===== src/rtl/dmem_port_arbiter.sv =====
// dmem_port_arbiter: shares the data memory port between the MEM stage and a debug port with bounded debug wait
module dmem_port_arbiter #(
  parameter int MAX_WAIT = 4,
  parameter int CNT_W    = 3
) (
  input  logic        clk,
  input  logic        rst_n,
  input  logic        pipe_req,
  input  logic        pipe_we,
  input  logic [31:0] pipe_addr,
  input  logic [31:0] pipe_wdata,
  output logic [31:0] pipe_rdata,
  output logic        pipe_stall,
  input  logic        dbg_valid,
  input  logic        dbg_we,
  input  logic [31:0] dbg_addr,
  input  logic [31:0] dbg_wdata,
  output logic        dbg_ready,
  output logic [31:0] dbg_rdata,
  output logic        dbg_rvalid,
  output logic [31:0] mem_a,
  output logic [31:0] mem_d,
  output logic        mem_we,
  input  logic [31:0] mem_spo
);
  typedef enum logic {IDLE, WAIT} state_t;
  localparam logic [CNT_W-1:0] MAX_CNT = CNT_W'(MAX_WAIT);
  state_t           state, state_nx;
  logic [CNT_W-1:0] wait_cnt, cnt_nx;
  logic             dbg_grant, blocked, dbg_rd;
  always_ff @(posedge clk or negedge rst_n) begin
    if (!rst_n) begin
      state      <= IDLE;
      wait_cnt   <= '0;
      dbg_rdata  <= '0;
      dbg_rvalid <= 1'b0;
    end else begin
      state      <= state_nx;
      wait_cnt   <= cnt_nx;
      dbg_rvalid <= dbg_rd;
      if (dbg_rd) dbg_rdata <= mem_spo;
    end
  end
  // rst_n gates the grant so no handshake, stall or write leaks out while reset is held
  always_comb begin
    dbg_grant = rst_n && dbg_valid && (!pipe_req || wait_cnt == MAX_CNT);
    blocked   = dbg_valid && !dbg_grant;
    state_nx  = blocked ? WAIT : IDLE;
    cnt_nx    = !blocked ? '0 :
                (state == IDLE) ? CNT_W'(1) :
                (wait_cnt == MAX_CNT) ? wait_cnt : wait_cnt + 1'b1;
    dbg_rd    = dbg_grant && !dbg_we;
  end
  assign dbg_ready  = dbg_grant;
  assign pipe_stall = pipe_req && dbg_grant;
  assign pipe_rdata = mem_spo;
  assign mem_a      = dbg_grant ? dbg_addr : pipe_addr;
  assign mem_d      = dbg_grant ? dbg_wdata : pipe_wdata;
  assign mem_we     = dbg_grant ? dbg_we : (rst_n && pipe_req && pipe_we);
endmodule


===== config.mk =====
export PLATFORM = sky130hd
export DESIGN_NAME = dmem_port_arbiter
export DESIGN_NICKNAME = d
export VERILOG_FILES = /design/src/rtl/dmem_port_arbiter.sv
export SDC_FILE = /design/constraint.sdc
export NUM_CORES = 1
export LEC_CHECK = 0
export BUFFER_PORTS_ARGS = -buffer_cell sky130_fd_sc_hd__buf_2
export CAP_MARGIN = 20
export CORE_AREA = 5 5 112 114
export CTS_CLUSTER_SIZE = 30
export DETAILED_ROUTE_END_ITERATION = 10
export DIE_AREA = 0 0 117 119
export PLACE_DENSITY = 0.63
export SKIP_CTS_REPAIR_TIMING = 1
export SYNTH_ARGS = -nofsm -noshare
export SYNTH_HDL_FRONTEND = slang
export SYNTH_SLANG_ARGS = --single-unit

===== constraint.sdc =====
create_clock -name clk -period 4.4 [get_ports clk]
set_clock_uncertainty 0.05 [all_clocks]
set_input_delay 0.66 -clock clk [delete_from_list [all_inputs] [get_ports clk]]
set_output_delay 0.66 -clock clk [all_outputs]
set_load 0.02 [all_outputs]

# [Word-level counts from Yosys, hierarchy flattened]
# Cells that the tools add are included.
[word_totals] regBits=37 inputBits=166
[classes] add_sub_neg=1 eq_ne=2 muxes=7 reduce_logical=11
[ops] operator="$mux 32" count=2
[ops] operator="$mux 3" count=3
[ops] operator="$logic_and 1x1->1" count=7
[ops] operator="$add 3x1->3 const B" count=1
[ops] operator="$eq 3x3->1 const B" count=1
[ops] operator="$logic_not 1->1" count=3
[ops] operator="$ne 3x3->1 const B" count=1
[ops] operator="$mux 1" count=2
[ops] operator="$logic_or 1x1->1" count=1

# [Logic depth before layout (Yosys ltp)]
[depth] ltp_word=6 mapped_depth=6

# [Worst setup path before layout]
# Ideal clock, no wire load.
[synth_timing] kind="input-to-output" start="input port dbg_valid" end="output port mem_d[21]" t_arrival_ns=1.666 required_ns=3.690 path_slack_ns=2.024 path_stages=4 path_cell_list="nand2_1 > a21oi_4 > buf_2 > mux2_1"
[synth_between] elab_chain_len=3
[synth_lines] item="start: declaration" line="14" text="input logic dbg_valid,"
[synth_lines] item="$logic_and 1x1->1 (2 in series)" line="46" text="dbg_grant = rst_n && dbg_valid && (!pipe_req || wait_cnt == MAX_CNT);"
[synth_lines] item="net dbg_ready" line="18" text="output logic dbg_ready,"
[synth_lines] item="$mux 32" line="58" text="assign mem_d = dbg_grant ? dbg_wdata : pipe_wdata;"
[synth_lines] item="end: declaration" line="22" text="output logic [31:0] mem_d,"
# The timed path passes the listed nets, and every way through them passes these cells.

# [Worst setup path in the final report]
[layout_timing] start="register wait_cnt[0]" end="output port mem_a[7]"
[layout_between] elab_chain_len=4
[layout_lines] item="start: declaration" line="29" text="logic [CNT_W-1:0] wait_cnt, cnt_nx;"
[layout_lines] item="start signal: assignment" line="39" text="wait_cnt <= cnt_nx;"
[layout_lines] item="$eq 3x3->1" line="46"
[layout_lines] item="$logic_or 1x1->1" line="46"
[layout_lines] item="$logic_and 1x1->1" line="46"
[layout_lines] item="$mux 32" line="57" text="assign mem_a = dbg_grant ? dbg_addr : pipe_addr;"
[layout_lines] item="end: declaration" line="21" text="output logic [31:0] mem_a,"
# No other way between the ends.

==> qor.csv <==
stage,metric,value,unit
status,outcome,"finished, final reports clean",
routing,drt-wirelength-per-cell,15.01,µm
cts,clock-root-buffer,clkbuf_16,
critical_path,critPathCaptureType,output pin,
cts,htreeDepth,2,
yosys,syn_inst,196,
critical_path,start_kind,flip-flop,
critical_path,critical_path_required,3.69,ns
global_routing,antenna_found_initial,1,
floorplan,fp.coreArea,11320,µm²
power_and_ir_drop,p_per_area,333.4,nW/µm²
yosys,ys_warn_count,0,
critical_path,reg2reg_depth,6,
timing,maxSlewViolCount,0,
routing,routed_wl,9.079,mm
timing,fin_crit,3.226,ns
critical_path,cp_num_buf_inv,3,
layout,drive_gt1_share,86.80,%
floorplan,die_w,117,µm
routing,first_pass_iters,4,
layout,area_growth,62.27,%
placement,dp.final_hpwl,8.049,mm
placement,gp_congestion,0.8773,
critical_path,path_cells,"inv_1, ha_1, nand2_4, a21oi_4, buf_4, mux2_2, buf_2",
routing,vias,2509,
floorplan,rows,39,
critical_path,worstReg2RegEnd,dbg_rdata[20]$_DFFE_PN0P_,
floorplan,dieArea,13920,µm²
critical_path,max_stage_delay,0.65,ns
floorplan,ios,298,
power_and_ir_drop,p_int,0.9001,mW
placement,pre_cts_slack,1.340,ns
timing,setup_viol,0,
cts,cts_tree,yes,
timing,slew_headroom,44.14,%
routing,drt_iter0_drc,45,
timing,fin_crit_sh,73.32,%
routing,viasPerCell,4.147,
global_routing,grt_max_degree,72,
critical_path,cp_top_family,buffers and inverters,
power_and_ir_drop,peakVddDrop,0.1761,mV
yosys,syn_nets,364,
yosys,synthesis.area,2484,µm²
critical_path,cpMaxStageDelayCell,buf_4,
cts,cts.clk_slew.worst_paths,0.05,ns
hold_path,hold_end,wait_cnt[0]$_DFFE_PN0P_,
power_and_ir_drop,switching_share,33.02,%
hold_path,whs_path_depth,1,
cts,cts-buffers-inserted,5,
global_routing,globalRouteOverflowTotal,0,
critical_path,r2r_slack,2.40,ns
timing,timing.final.ws_setup,1.174,ns
timing,worst_pin_slew,0.8379,ns
routing,drc_errors,0,
global_routing,grt_pass1_vias,2703,
critical_path,crit_fanout,71,
yosys,ys_types,21,
routing,ant_nets,0,
yosys,syn_area_per_cell,12.67,µm²
hold_path,min_path_type,flip-flop to flip-flop,
power_and_ir_drop,power_frac_comb,37.8,%
timing,final_hold_viol_count,0,
power_and_ir_drop,p_leak,2.157,nW
timing,fin_tns_setup,0,ns
flow_run,maxCapViolations,0,
layout,diodes,0,
yosys,ys_ff_latch,37,
global_routing,grt_pass1_wl,13.71,mm
layout,nets,629,
yosys,yosysSeqAreaShare,37.28,%
power_and_ir_drop,fin_total_pwr,1.344,mW
hold_path,min_from,state$_DFF_PN0_,
power_and_ir_drop,switchingPower,0.4437,mW
critical_path,crit_type,flip-flop to output pin,
power_and_ir_drop,clockPowerShare,29.6,%
floorplan,start_util,21.94,%
cts,clock_path_buffers,2,
cts,cts.sinks,37,
critical_path,regToRegStartpoint,wait_cnt[0]$_DFFE_PN0P_,
timing,holdWs,0.3996,ns
placement,io_buffer_count,297,
critical_path,cp.arrival,2.52,ns
timing,fmax,310.0,MHz
power_and_ir_drop,seqPwrFrac,32.6,%
cts,clk_latency,0.27,ns
timing,rsz0062_at_grt,false,
floorplan,die_h,119,µm
global_routing,track_usage,12.19,%
-- cell type report --
| type | instances | area (µm²) |
|---|---|---|
| clock inverters | 2 | 38.79 |
| fillers | 1158 | 7291 |
| repair buffers | 300 | 1509 |
| multi-input cells | 114 | 1237 |
| inverters | 3 | 11.26 |
| flip-flops and latches | 37 | 925.9 |
| clock buffers | 6 | 128.9 |
| well taps | 143 | 178.9 |
-- power groups by stage --
stage                     Sequential, mW  Combinational, mW  Clock [mW]
after floorplan                    0.528              0.226           0
after global routing               0.449              0.546       0.428
final                              0.438              0.508       0.398
after detailed placement           0.446              0.516           0
after CTS                          0.440              0.518       0.412
after global placement             0.441              0.510           0
-- placed cells by master, fill, tap and decap left out, types with 2 or more instances in the layout --
cell type  instances
buf_2            297
mux2_2            91
dfrtp_1           37
mux2_1             6
clkbuf_16          5
inv_1              3
buf_4              3
nand2_1            2
nor3_1             2
ha_1               2
-- Yosys cell counts --
| cell type | number | area share [%] |
|---|---|---|
| mux2i_1 | 1 | 0.40 |
| ha_1 | 2 | 1.0 |
| nand3b_1 | 1 | 0.30 |
| buf_6 | 3 | 1.4 |
| a21oi_4 | 1 | 0.66 |
| mux2_2 | 91 | 41 |
| o21ai_0 | 1 | 0.20 |
| xnor2_1 | 1 | 0.35 |
| nor3_1 | 2 | 0.40 |
| inv_1 | 3 | 0.45 |
| and2_1 | 1 | 0.25 |
| buf_4 | 32 | 9.7 |
| mux2_1 | 6 | 2.7 |
| nand2_4 | 1 | 0.45 |
| nand2_1 | 2 | 0.30 |
| a211oi_4 | 1 | 0.81 |
| buf_2 | 7 | 1.4 |
| a211oi_1 | 1 | 0.30 |
| dfrtp_1 | 37 | 37 |
| and3_1 | 1 | 0.25 |
| nor2_1 | 1 | 0.15 |
-- metal layers --
metal / part of all wire [%] / routed length, µm / up-vias / global-route usage (%)
li1: - / - / 1191 / -
met5: 0.14 / 13 / - / 0
met3: 9.6 / 870 / 17 / 3.499
met2: 55 / 5008 / 158 / 22.83
met4: 1.7 / 157 / 2 / 3.297
met1: 33 / 3029 / 1141 / 13.10
-- worst max path at each step --
stage / cells after the start / slack (ns) / endpoint / from
floorplan: 4 / 2.02 / mem_d[21] / dbg_valid
global placement: 6 / 1.37 / mem_a[7] / rst_n
detailed placement: 6 / 1.34 / mem_a[8] / rst_n
CTS: 7 / 1.16 / mem_a[8] / wait_cnt[0]$_DFFE_PN0P_
global route: 7 / 1.02 / mem_a[8] / wait_cnt[0]$_DFFE_PN0P_
finish: 7 / 1.17 / mem_a[7] / wait_cnt[0]$_DFFE_PN0P_
-- state kept, by name, indices dropped and copies added (netlist names) --
signal / cells
dbg_rdata: 32
wait_cnt: 3
dbg_rvalid: 1
state: 1
-- kinds of logic (layout without fill, tap and decap cells) --
family,Yosys count,count (layout),share of synthesized area [%]
fa+ha+maj,2,2,1.007
flops,37,37,37.28
simple gates,9,9,2.116
buf+inv,45,311,12.90
compound gates,4,4,1.965
mux,98,98,44.38
xor+xnor,1,1,0.3527
-- worst register-to-register path, delay by kind of cell, from the launching register on --
family	cells	cell delay, ns
fa+ha+maj	1	0.20
compound gates	1	0.23
mux	1	0.41
flops	1	0.42
buf+inv	2	0.46
simple gates	1	0.11
-- metrics by stage --
stage | util (%) | cell area, µm² | std cells
final | 35.60 | 4030 | 605
after global routing | 35.60 | 4030 | 605
after CTS | 35.60 | 4030 | 605
after detailed placement | 34.12 | 3862 | 597
after global placement | 34.12 | 3862 | 597
after floorplan | - | 2484 | 196
No activity file was read; power rests on OpenSTA's default activity.
